[config.mk]
export PLATFORM = sky130hd
export DESIGN_NAME = msrv_32_instr_fetch_unit_flat
export DESIGN_NICKNAME = d
export VERILOG_FILES = /design/src/rtl/msrv_32_pkg.sv /design/src/rtl/msrv_32_instr_fetch_unit_if.sv /design/src/rtl/msrv_32_fetch_buffer.sv /design/src/rtl/msrv_32_instr_fetch_unit.sv /design/src/flat_wrapper.sv
export SDC_FILE = /design/constraint.sdc
export NUM_CORES = 1
export LEC_CHECK = 0
export ABC_AREA = 1
export CORE_MARGIN = 4
export CORE_UTILIZATION = 53
export CTS_CLUSTER_SIZE = 10
export DETAILED_ROUTE_END_ITERATION = 16
export GPL_TIMING_DRIVEN = 0
export PLACE_DENSITY = 0.86
export SYNTH_ARGS = -nofsm -noshare
export SYNTH_HDL_FRONTEND = slang
export SYNTH_SLANG_ARGS = --single-unit
[constraint.sdc]
create_clock -name ms_riscv32_mp_clk_in -period 5.6 [get_ports ms_riscv32_mp_clk_in]
set_input_delay 1.12 -clock ms_riscv32_mp_clk_in [delete_from_list [all_inputs] [get_ports ms_riscv32_mp_clk_in]]
set_output_delay 1.12 -clock ms_riscv32_mp_clk_in [all_outputs]
set_load 0.1 [all_outputs]
[src/rtl/msrv_32_pkg.sv]
// msrv_32_pkg: shared types and constants for the msrv_32 front end.
//   XLEN          - architectural register/address width
//   NOP_INSTR     - addi x0,x0,0; what the instruction mux injects on a bubble
//   fetch_state_e - fetch controller state (IDLE / WAIT / DROP)
//   fetch_entry_t - one buffered fetch: PC plus instruction word
package msrv_32_pkg;

  localparam int XLEN = 32;
  localparam logic [XLEN-1:0] NOP_INSTR = 32'h0000_0013;

  // IDLE: nothing pending. WAIT: pending, data kept. DROP: pending, data thrown away.
  typedef enum logic [1:0] {
    IDLE = 2'd0,
    WAIT = 2'd1,
    DROP = 2'd2
  } fetch_state_e;

  typedef struct packed {
    logic [XLEN-1:0] pc;
    logic [XLEN-1:0] instr;
  } fetch_entry_t;

  function automatic logic [XLEN-1:0] word_align(input logic [XLEN-1:0] a);
    return {a[XLEN-1:2], 2'b00};
  endfunction

endpackage

[src/rtl/msrv_32_instr_fetch_unit_if.sv]
// msrv_32_instr_fetch_unit_if: instruction memory read bus.
//   imem_req_out   - one-cycle read strobe (fetch unit -> memory)
//   imem_addr_out  - word address, valid with imem_req_out
//   imem_rvalid_in - read data valid, in-order responses (memory -> fetch unit)
//   imem_rdata_in  - instruction word
// master: fetch unit side; slave: memory side.
interface msrv_32_instr_fetch_unit_if;
  import msrv_32_pkg::*;

  logic            imem_req_out;
  logic [XLEN-1:0] imem_addr_out;
  logic            imem_rvalid_in;
  logic [XLEN-1:0] imem_rdata_in;

  modport master (
    output imem_req_out, imem_addr_out,
    input  imem_rvalid_in, imem_rdata_in
  );

  modport slave (
    input  imem_req_out, imem_addr_out,
    output imem_rvalid_in, imem_rdata_in
  );

endinterface

[src/rtl/msrv_32_fetch_buffer.sv]
// msrv_32_fetch_buffer: BUF_DEPTH-entry synchronous FIFO of {pc, instr}.
//   clk, rst   - clock, synchronous active-high reset
//   push/data  - enqueue push_data
//   pop        - dequeue head (ignored when empty)
//   clear      - drop all entries; wins over push and pop
//   head       - current head entry (undefined when empty)
//   count      - occupancy; empty / full flags
// BUF_DEPTH must be a power of two (2 or 4) so the pointers wrap naturally.
module msrv_32_fetch_buffer
  import msrv_32_pkg::*;
#(
  parameter int BUF_DEPTH = 2
) (
  input  logic                       clk,
  input  logic                       rst,
  input  logic                       push,
  input  logic                       pop,
  input  logic                       clear,
  input  fetch_entry_t               push_data,
  output fetch_entry_t               head,
  output logic [$clog2(BUF_DEPTH):0] count,
  output logic                       empty,
  output logic                       full
);

  localparam int PW = $clog2(BUF_DEPTH);
  localparam int CW = PW + 1;

  fetch_entry_t  mem [BUF_DEPTH];
  logic [PW-1:0] rd_ptr, wr_ptr;
  logic          do_push, do_pop;

  assign empty   = (count == '0);
  assign full    = (count == CW'(BUF_DEPTH));
  assign do_pop  = pop && !empty;
  // Push on full is accepted only when the head leaves in the same cycle.
  assign do_push = push && (!full || do_pop);
  assign head    = mem[rd_ptr];

  always_ff @(posedge clk) begin
    if (rst || clear) begin
      rd_ptr <= '0;
      wr_ptr <= '0;
      count  <= '0;
    end else begin
      if (do_push) wr_ptr <= wr_ptr + 1'b1;
      if (do_pop)  rd_ptr <= rd_ptr + 1'b1;
      count <= count + CW'(do_push) - CW'(do_pop);
    end
  end

  always_ff @(posedge clk) begin
    if (!rst && !clear && do_push) mem[wr_ptr] <= push_data;
  end

endmodule

[src/rtl/msrv_32_instr_fetch_unit.sv]
// msrv_32_instr_fetch_unit: msrv_32 front end.
// Issues single-outstanding word reads, buffers returned words with their PCs,
// and presents the buffer head downstream. Redirects squash buffered and
// in-flight fetches.
//   ms_riscv32_mp_clk_in - core clock
//   ms_riscv32_mp_rst_in - synchronous active-high reset
//   imem                 - instruction memory bus (master modport)
//   redirect_in/_pc_in   - branch/jump/trap redirect strobe and target
//   stall_in             - downstream not ready; hold head
//   instr_valid_out      - instr_out/pc_out carry a real instruction
//   instr_out, pc_out    - head instruction and its PC (NOP / last PC when empty)
//   flush_out            - bubble request to the instruction mux (~instr_valid_out)
module msrv_32_instr_fetch_unit
  import msrv_32_pkg::*;
#(
  parameter logic [XLEN-1:0] BOOT_ADDR = 32'h0000_0000,
  parameter int              BUF_DEPTH = 2
) (
  input  logic                              ms_riscv32_mp_clk_in,
  input  logic                              ms_riscv32_mp_rst_in,
  msrv_32_instr_fetch_unit_if.master        imem,
  input  logic                              redirect_in,
  input  logic [XLEN-1:0]                   redirect_pc_in,
  input  logic                              stall_in,
  output logic                              instr_valid_out,
  output logic [XLEN-1:0]                   instr_out,
  output logic [XLEN-1:0]                   pc_out,
  output logic                              flush_out
);

  localparam int CW = $clog2(BUF_DEPTH) + 1;

  logic            clk, rst;
  fetch_state_e    state, state_nxt;
  logic [XLEN-1:0] fetch_pc, req_pc, last_pc;
  logic [CW-1:0]   count, count_after_pop;
  logic            empty, full, push, pop, issue;
  fetch_entry_t    head, push_data;

  assign clk = ms_riscv32_mp_clk_in;
  assign rst = ms_riscv32_mp_rst_in;

  assign pop             = !empty && !stall_in && !redirect_in;
  assign count_after_pop = count - CW'(pop);
  assign push            = imem.imem_rvalid_in && (state == WAIT) && !redirect_in && !rst;
  assign push_data       = '{pc: req_pc, instr: imem.imem_rdata_in};

  // State register. Reset does not forget a pending read: it turns it into
  // DROP so the stale response cannot be mistaken for a post-reset fetch.
  always_ff @(posedge clk) begin
    if (rst) state <= (state != IDLE && !imem.imem_rvalid_in) ? DROP : IDLE;
    else     state <= state_nxt;
  end

  // Next state. A redirect in the response cycle consumes the response,
  // so the read is finished rather than left to drop.
  always_comb begin
    state_nxt = state;
    case (state)
      IDLE: if (issue) state_nxt = WAIT;
      WAIT: begin
        if (redirect_in)               state_nxt = imem.imem_rvalid_in ? IDLE : DROP;
        else if (imem.imem_rvalid_in)  state_nxt = IDLE;
      end
      DROP: if (imem.imem_rvalid_in) state_nxt = IDLE;
      default: state_nxt = IDLE;
    endcase
  end

  // Outputs. Issue reserves a buffer slot for the response, so a push can
  // never land on a full buffer.
  always_comb begin
    issue = 1'b0;
    if (state == IDLE && !redirect_in && !rst && count_after_pop < CW'(BUF_DEPTH))
      issue = 1'b1;
  end

  assign imem.imem_req_out  = issue;
  assign imem.imem_addr_out = fetch_pc;

  always_ff @(posedge clk) begin
    if (rst) begin
      fetch_pc <= BOOT_ADDR;
      req_pc   <= BOOT_ADDR;
      last_pc  <= BOOT_ADDR;
    end else begin
      if (redirect_in) begin
        fetch_pc <= word_align(redirect_pc_in);
      end else if (issue) begin
        fetch_pc <= fetch_pc + 32'd4;
        req_pc   <= fetch_pc;
      end
      if (pop) last_pc <= head.pc;
    end
  end

  msrv_32_fetch_buffer #(.BUF_DEPTH(BUF_DEPTH)) u_buf (
    .clk       (clk),
    .rst       (rst),
    .push      (push),
    .pop       (pop),
    .clear     (redirect_in),
    .push_data (push_data),
    .head      (head),
    .count     (count),
    .empty     (empty),
    .full      (full)
  );

  assign instr_valid_out = !empty;
  assign flush_out       = empty;
  assign instr_out       = empty ? NOP_INSTR : head.instr;
  assign pc_out          = empty ? last_pc : head.pc;

  a_no_push_on_full: assert property (@(posedge clk) disable iff (rst || redirect_in)
    !(push && full && !pop));

endmodule
[src/flat_wrapper.sv]
// flat-port wrapper written by rule: the top's interface ports become plain ports
module msrv_32_instr_fetch_unit_flat import msrv_32_pkg::*;
#(
  parameter logic [XLEN-1:0] BOOT_ADDR = 32'h0000_0000,
  parameter int              BUF_DEPTH = 2
)
  (ms_riscv32_mp_clk_in, ms_riscv32_mp_rst_in, redirect_in, redirect_pc_in, stall_in, instr_valid_out, instr_out, pc_out, flush_out, imem_imem_req_out, imem_imem_addr_out, imem_imem_rvalid_in, imem_imem_rdata_in);
  msrv_32_instr_fetch_unit_if imem_i ();
  input  logic ms_riscv32_mp_clk_in;
  input  logic ms_riscv32_mp_rst_in;
  input  logic redirect_in;
  input  logic [XLEN-1:0] redirect_pc_in;
  input  logic stall_in;
  output logic instr_valid_out;
  output logic [XLEN-1:0] instr_out;
  output logic [XLEN-1:0] pc_out;
  output logic flush_out;
  output wire logic [$bits(imem_i.imem_req_out)-1:0] imem_imem_req_out;
  output wire logic [$bits(imem_i.imem_addr_out)-1:0] imem_imem_addr_out;
  input wire logic [$bits(imem_i.imem_rvalid_in)-1:0] imem_imem_rvalid_in;
  input wire logic [$bits(imem_i.imem_rdata_in)-1:0] imem_imem_rdata_in;
  assign imem_imem_req_out = imem_i.imem_req_out;
  assign imem_imem_addr_out = imem_i.imem_addr_out;
  assign imem_i.imem_rvalid_in = imem_imem_rvalid_in;
  assign imem_i.imem_rdata_in = imem_imem_rdata_in;
  msrv_32_instr_fetch_unit #(.BOOT_ADDR(BOOT_ADDR), .BUF_DEPTH(BUF_DEPTH)) u_core (.ms_riscv32_mp_clk_in(ms_riscv32_mp_clk_in), .ms_riscv32_mp_rst_in(ms_riscv32_mp_rst_in), .imem(imem_i), .redirect_in(redirect_in), .redirect_pc_in(redirect_pc_in), .stall_in(stall_in), .instr_valid_out(instr_valid_out), .instr_out(instr_out), .pc_out(pc_out), .flush_out(flush_out));
endmodule
After elaboration in Yosys (flattened, before gate mapping)
Memories as Yosys holds them, arrays and structs flattened. A register that Yosys moved wholly into a read port is not among the register bits.
Index checks and enable logic that the tools add are counted.
Widths: inputs -> output; s select.
{"block": "op_classes", "addsub": 6, "magnitude_cmp": 1, "eq_ne": 4, "muxes": 16, "bitwise_logic": 1, "n_reduce_logical": 27}
{"operator": "$mux 32", "n": 4}
{"operator": "$add 32x3->32 const B", "n": 1}
{"operator": "$logic_and 1x1->1", "n": 13}
{"operator": "$mux 2", "n": 6}
{"operator": "$logic_not 1->1", "n": 6}
{"operator": "$pmux 2 s3", "n": 1}
{"operator": "$mux 1", "n": 5}
{"operator": "$eq 2x2->1 const B", "n": 2}
{"operator": "$logic_not 2->1", "n": 2}
{"operator": "$reduce_bool 2->1", "n": 2}
{"operator": "$sub 2x1->2", "n": 2}
{"operator": "$ne 3x3->1 const B", "n": 1}
{"operator": "$add 1x1->1 const B", "n": 2}
{"operator": "$add 2x1->2", "n": 1}
{"operator": "$eq 2x1->1 const B", "n": 1}
{"operator": "$logic_or 1x1->1", "n": 2}
{"operator": "$lt 2x2->1 const B", "n": 1}
{"operator": "$reduce_and 2->1", "n": 1}
{"operator": "$reduce_or 2->1", "n": 1}
{"operator": "$not 1->1", "n": 1}
{"block": "word_totals", "ff_bits": 102, "ramBits": 128, "output_inout_bits": 99, "wordCells": 64, "mem_count": 1}
{"memory": "u_core.u_buf.mem", "words": 2, "width": 64, "read_ports": 1, "rd_ports_with_merged_regs": 1, "wr": 1, "line_no": "msrv_32_fetch_buffer.sv:29", "text": "fetch_entry_t mem [BUF_DEPTH];"}

Longest topological paths before layout
{"block": "depth", "ltp_word": 11, "mapped_depth": 13, "depth_no_buf": 12}

Hierarchy
Synthesis repeated with hierarchy kept, for this count alone.
{"block": "unflattened", "hier_cells": 1068, "area_unflattened_um2": 10307.4}
{"mod": "msrv_32_fetch_buffer", "instances": 1, "cells_per_inst": 245, "area_each_um2": 5195.0, "seq_area_each_um2": 3943.8}
{"mod": "msrv_32_instr_fetch_unit", "instances": 1, "cells_per_inst": 823, "area_each_um2": 5112.4, "seq_area_each_um2": 1901.8}

Worst setup path before layout
Ideal clock, no wire load.
{"block": "synth_timing", "kind": "input -> register", "from": "in ms_riscv32_mp_rst_in", "to": "mem u_core.u_buf.mem[0][0] (netlist name) (enable)", "setup_time_ps": 482, "t_arrival_ps": 4470, "t_required_ps": 5118, "slack_ps": 648, "cell_stages": 8, "n_path_buf": 1, "path_cell_list": "buf_2 inv_2 nand2_1 inv_1 nand3_1 a31oi_1 inv_1 nor2_1"}
{"block": "synth_between", "elab_chain_len": 6, "elab_cells_between_ends": 7}
{"item": "start: declaration", "line_no": "flat_wrapper.sv:10", "text": "input logic ms_riscv32_mp_rst_in;"}
{"item": "$logic_not 1->1 *", "line_no": "msrv_32_fetch_buffer.sv:53, msrv_32_instr_fetch_unit.sv:45"}
{"item": "$logic_and 1x1->1", "line_no": "msrv_32_instr_fetch_unit.sv:45", "text": "assign push = imem.imem_rvalid_in && (state == WAIT) && !redirect_in && !rst;"}
{"item": "$logic_and 1x1->1", "line_no": "msrv_32_fetch_buffer.sv:37", "text": "assign do_push = push && (!full || do_pop);"}
{"item": "$logic_and 1x1->1 *", "line_no": "msrv_32_fetch_buffer.sv:53", "text": "if (!rst && !clear && do_push) mem[wr_ptr] <= push_data;"}
{"item": "$mux 1 *", "line_no": "msrv_32_fetch_buffer.sv:53"}
{"item": "$mux 1 (not written as such) *", "line_no": "msrv_32_fetch_buffer.sv:53"}
{"item": "end: declaration", "line_no": "msrv_32_fetch_buffer.sv:29"}
Every way passes the cells marked *; elsewhere a longest branch is shown, timed or not.

Worst setup path in the final report
{"block": "layout_timing", "from": "in redirect_in", "to": "out imem_imem_req_out"}
{"block": "layout_between", "elab_chain_len": 6, "elab_cells_between_ends": 8}
{"item": "start: declaration", "line_no": "flat_wrapper.sv:11", "text": "input logic redirect_in;"}
{"item": "$logic_not 1->1 *", "line_no": "msrv_32_instr_fetch_unit.sv:43, msrv_32_instr_fetch_unit.sv:74"}
{"item": "$logic_and 1x1->1", "line_no": "msrv_32_instr_fetch_unit.sv:43", "text": "assign pop = !empty && !stall_in && !redirect_in;"}
{"item": "$sub 2x1->2", "line_no": "msrv_32_instr_fetch_unit.sv:44", "text": "assign count_after_pop = count - CW'(pop);"}
{"item": "$lt 2x2->1", "line_no": "msrv_32_instr_fetch_unit.sv:74", "text": "if (state == IDLE && !redirect_in && !rst && count_after_pop < CW'(BUF_DEPTH))"}
{"item": "$logic_and 1x1->1 *", "line_no": "msrv_32_instr_fetch_unit.sv:74"}
{"item": "$mux 1 *", "line_no": "msrv_32_instr_fetch_unit.sv:74"}
{"item": "end: declaration", "line_no": "flat_wrapper.sv:18", "text": "output wire logic [$bits(imem_i.imem_req_out)-1:0] imem_imem_req_out;"}
Marks and branches as above.

==> results_tabular.tex <==
\begin{tabular}{lr}
\hline
Metric & Value \\
\hline
\multicolumn{2}{l}{\textbf{Drt}} \\
Number of DRC markers after the initial detailed-route iteration & around 950 \\
DR pass1 iterations & 6 \\
Vias per cell & between 5 and 6 \\
Routed WL per cell & between 15 and 20 um \\
Vias & between 8k and 9k \\
Remaining DRCs & 0 \\
Final wirelength & between 20 and 25 mm \\
Number of routed nets with antenna violations & 0 \\
\multicolumn{2}{l}{\textbf{Clocking}} \\
Buffer levels on the longest clock path & 3 \\
Clock latency reported for the late side of the worst-skew pair & between 500 and 600 ps \\
Count of hold buffers inserted by post-cts repair & 0 \\
Clock root buffer master & sky130\_fd\_sc\_hd\_\_clkbuf\_16 \\
H-Tree Depth & 1 \\
Number of buffers added for setup after CTS & 0 \\
TritonCTS sink count & approximately 220 \\
CTS tree & done \\
Cells resized by post-CTS repair & 0 \\
Clk slew on worst S/H paths & $\sim$60 ps \\
Total clock buffers created by CTS & 26 \\
\multicolumn{2}{l}{\textbf{Setup path}} \\
Worst EP required & $\sim$4500 ps \\
FF-to-FF End & u\_core.u\_buf.count[1]\$\_SDFF\_PP0\_ \\
Worst R2R Setup Slack & 2690 ps \\
Critical path start-end classification & in2out \\
Reg2Reg Launch Point & u\_core.u\_buf.count[1]\$\_SDFF\_PP0\_ \\
Maximum fanout count along the critical path & 10 \\
Critical Path Start Type & primary input \\
R2R depth & 11 \\
Arr. time, crit path & just under 4000 ps \\
Sort of element at the end of the critical path & primary output \\
\multicolumn{2}{l}{\textbf{Layout}} \\
Fraction of layout instances using a drive strength above 1 & slightly below 5\% \\
Ant. Diodes & 0 \\
Relative area change from synthesis to final layout & 28.7\% \\
Final-stage net count & 1,351 \\
Non-filler cells, final & about 1.5k \\
Leading cell type in the layout, fill and taps excluded & sky130\_fd\_sc\_hd\_\_nand2\_1 \\
Util after Layout & 69.9\% \\
Filler Cell Count & between 1k and 1.5k \\
Highest-count cells in the layout ignoring fill and taps & sky130\_fd\_sc\_hd\_\_nand2\_1, sky130\_fd\_sc\_hd\_\_clkdlybuf4s50\_1, sky130\_fd\_sc\_hd\_\_edfxtp\_1 \\
\multicolumn{2}{l}{\textbf{Timing}} \\
Final count of hold timing violations & 0 \\
Final cycle utilization of the critical path & roughly nine tenths \\
Final period demand of the worst path & roughly 5100 ps \\
Tightest Pin Transition & 1050 ps \\
Worst slew slack as a fraction of its limit & around 30\% \\
Final Slew Violations & 0 \\
Achievable frequency & between 0.15 and 0.2 GHz \\
Final count of negative-setup-slack endpoints & 0 \\
RSZ-0062 raised after global routing & no \\
Setup clock skew after layout & between 10 and 15 ps \\
\multicolumn{2}{l}{\textbf{Yosys}} \\
Count of mapped cells out of synthesis & $\sim$1.1k \\
Seq cells post-synth & 221 \\
Cells taking the most area after synthesis & sky130\_fd\_sc\_hd\_\_edfxtp\_1, sky130\_fd\_sc\_hd\_\_dfxtp\_1, sky130\_fd\_sc\_hd\_\_nand2\_1, sky130\_fd\_sc\_hd\_\_a21oi\_1, sky130\_fd\_sc\_hd\_\_o21ai\_0 \\
Area of the mapped netlist & between 9000 and 10,000 sq um \\
Sequential-to-total area share from yosys stat & 60.3\% \\
Area share of the largest cell type after synthesis & about 40\% \\
Netlist cell types & 32 \\
Cell taking the most area after synthesis & sky130\_fd\_sc\_hd\_\_edfxtp\_1 \\
Yosys warning count & 0 \\
Synthesized area per cell & roughly 8.7 sq um \\
\multicolumn{2}{l}{\textbf{Place}} \\
Detailed placer's ending HPWL & 17.2 mm \\
Number of buffer cells added on primary ports & 160 \\
Routability Congestion & between 0.9 and 1 \\
Cell Count Post-Placement & roughly 1.5k \\
\multicolumn{2}{l}{\textbf{Job}} \\
Maximum Capacitance Violations & 0 \\
\multicolumn{2}{l}{\textbf{Power}} \\
Power density over cell area & 330 nW/um\^{}2 \\
Switching part of the total power & between 20\% and 30\% \\
Combinational share of power & between 15 and 20\% \\
Internal power summed over all cells & $\sim$2900 uW \\
Clock network power share & 37.3\% \\
Power share of the sequential group & roughly 47\% \\
Static leakage & $\sim$0.0045 uW \\
Worst vdd ir & around 0.25 mV \\
Switching pwr & roughly 1100 uW \\
\multicolumn{2}{l}{\textbf{Min path}} \\
Min-Delay Endpoint & u\_core.last\_pc[8]\$\_SDFFE\_PP0N\_ \\
Worst hold path cell count & 2 \\
Hold/Removal Path Class & reg2reg \\
Hold Path Origin & u\_core.last\_pc[8]\$\_SDFFE\_PP0N\_ \\
\multicolumn{2}{l}{\textbf{Floorplanning}} \\
Horiz. Die Dim & 141 um \\
Number of standard-cell rows in the floorplan & between 40 and 50 \\
Die height & approximately 140 um \\
Std-Cell Core Area & $\sim$17,000 sq um \\
Starting utilization of the core area & 54.3\% \\
Die Area & 20,000 sq um \\
Number of primary I/O pins & between 150 and 200 \\
\multicolumn{2}{l}{\textbf{GRT}} \\
Vias in the first global route & 7,793 \\
Global routing usage summed across all routing layers & between 20 and 25\% \\
Total congestion overflow & 0 \\
Number of antenna violations at the first check in global routing & 0 \\
Wire length of the first global-routing pass & between 30 and 40 mm \\
Largest net degree at the start of global routing & 39 \\
\multicolumn{2}{l}{\textbf{Outcome}} \\
Status & finished, final reports clean \\
\hline
\end{tabular}
[state kept, by name, summed over array words and instances, names as in the netlist, named ones only]
signal / flops
u_core.imem.imem_addr_out: 30
u_core.last_pc: 30
u_core.req_pc: 30
u_core.state: 2
u_core.u_buf.count: 2
u_core.u_buf.mem: 124
u_core.u_buf.rd_ptr: 1
u_core.u_buf.wr_ptr: 1
[kinds of logic after synthesis]
| group | Yosys count | synth area share [%] |
|---|---|---|
| compound gates | 216 | 11.7 |
| other cells | 1 | 0.0398 |
| fa+ha+maj | 3 | 0.398 |
| simple gates | 483 | 20.5 |
| xor+xnor | 5 | 0.464 |
| buf+inv | 156 | 6.65 |
| flops | 221 | 60.3 |
[per-stage QoR]
| stage | hold slack (ps) | TNS (ps) | area [sq um] | total power [uW] | setup slack [ps] |
|---|---|---|---|---|---|
| final | 443 | 0 | 12100 | 4000 | 511 |
| after floorplan | 420 | 0 | 9440 | 2330 | 648 |
| after global routing | 459 | 0 | 12100 | 4150 | 365 |
| after global placement | 430 | -66040 | 11300 | 2510 | -1070 |
| after detailed placement | 438 | 0 | 11400 | 2530 | 565 |
| after CTS | 447 | 0 | 12100 | 4010 | 550 |
[worst max-delay path, stage by stage]
cell and delay, ps:
sky130_fd_sc_hd__clkdlybuf4s50_1 500, sky130_fd_sc_hd__inv_2 90, sky130_fd_sc_hd__buf_2 230, sky130_fd_sc_hd__nand4_1 120
sky130_fd_sc_hd__nand2_1 80, sky130_fd_sc_hd__nand2_2 110, sky130_fd_sc_hd__inv_2 120, sky130_fd_sc_hd__buf_6 150
sky130_fd_sc_hd__buf_2 230, sky130_fd_sc_hd__clkdlybuf4s50_1 1220
[synth_stat cells (all sizes together)]
cell type  number
nand2         342
edfxtp        126
a21oi         110
o21ai          98
inv            96
dfxtp          95
nor2           70
nand3          65
clkbuf         38
buf            21
a21boi          3
ha              3
xor2            3
nand3b          2
nand4           2
o21bai          2
xnor2           2
a211oi          1
a31oi           1
clkinv          1
conb            1
nor3            1
o32ai           1
or2             1
[worst max-delay path by stage]
stage	from	end	slack [ps]
after floorplan	ms_riscv32_mp_rst_in	u_core.u_buf.mem[0][0]$_DFFE_PP_	650
after global placement	redirect_in	u_core.u_buf.mem[0][55]$_DFFE_PP_	-1070
after detailed placement	redirect_in	imem_imem_req_out	560
after CTS	redirect_in	imem_imem_req_out	550
after global routing	redirect_in	imem_imem_req_out	370
final	redirect_in	imem_imem_req_out	510
[power groups by stage]
stage                     registers, uW  logic [uW]  clock network [uW]
final                              1900         615                1490
after floorplan                    2020         309                   0
after global routing               1900         659                1580
after detailed placement           1920         606                   0
after global placement             1920         588                   0
after CTS                          1890         612                1500
[final cells by class]
cell class,instances,area (sq um),share of cell area (%)
Tap cell,225,282,2.32
Multi-Input combinational cell,711,3140,25.8
Clock buffer,45,722,5.95
Buffer,59,263,2.16
Inverter,97,364,3.00
Clock inverter,2,25.0,0.206
Timing Repair Buffer,163,1660,13.7
Sequential cell,221,5690,46.8
[layer usage]
| metal | share of wire [%] | global-route usage (%) |
|---|---|---|
| met4 | 3.2 | 8.54 |
| met1 | 40 | 32.6 |
| met2 | 48 | 40.8 |
| met3 | 8.7 | 3.34 |
| met5 | 0 | 0 |
No activity file was read; power rests on OpenSTA's default activity.
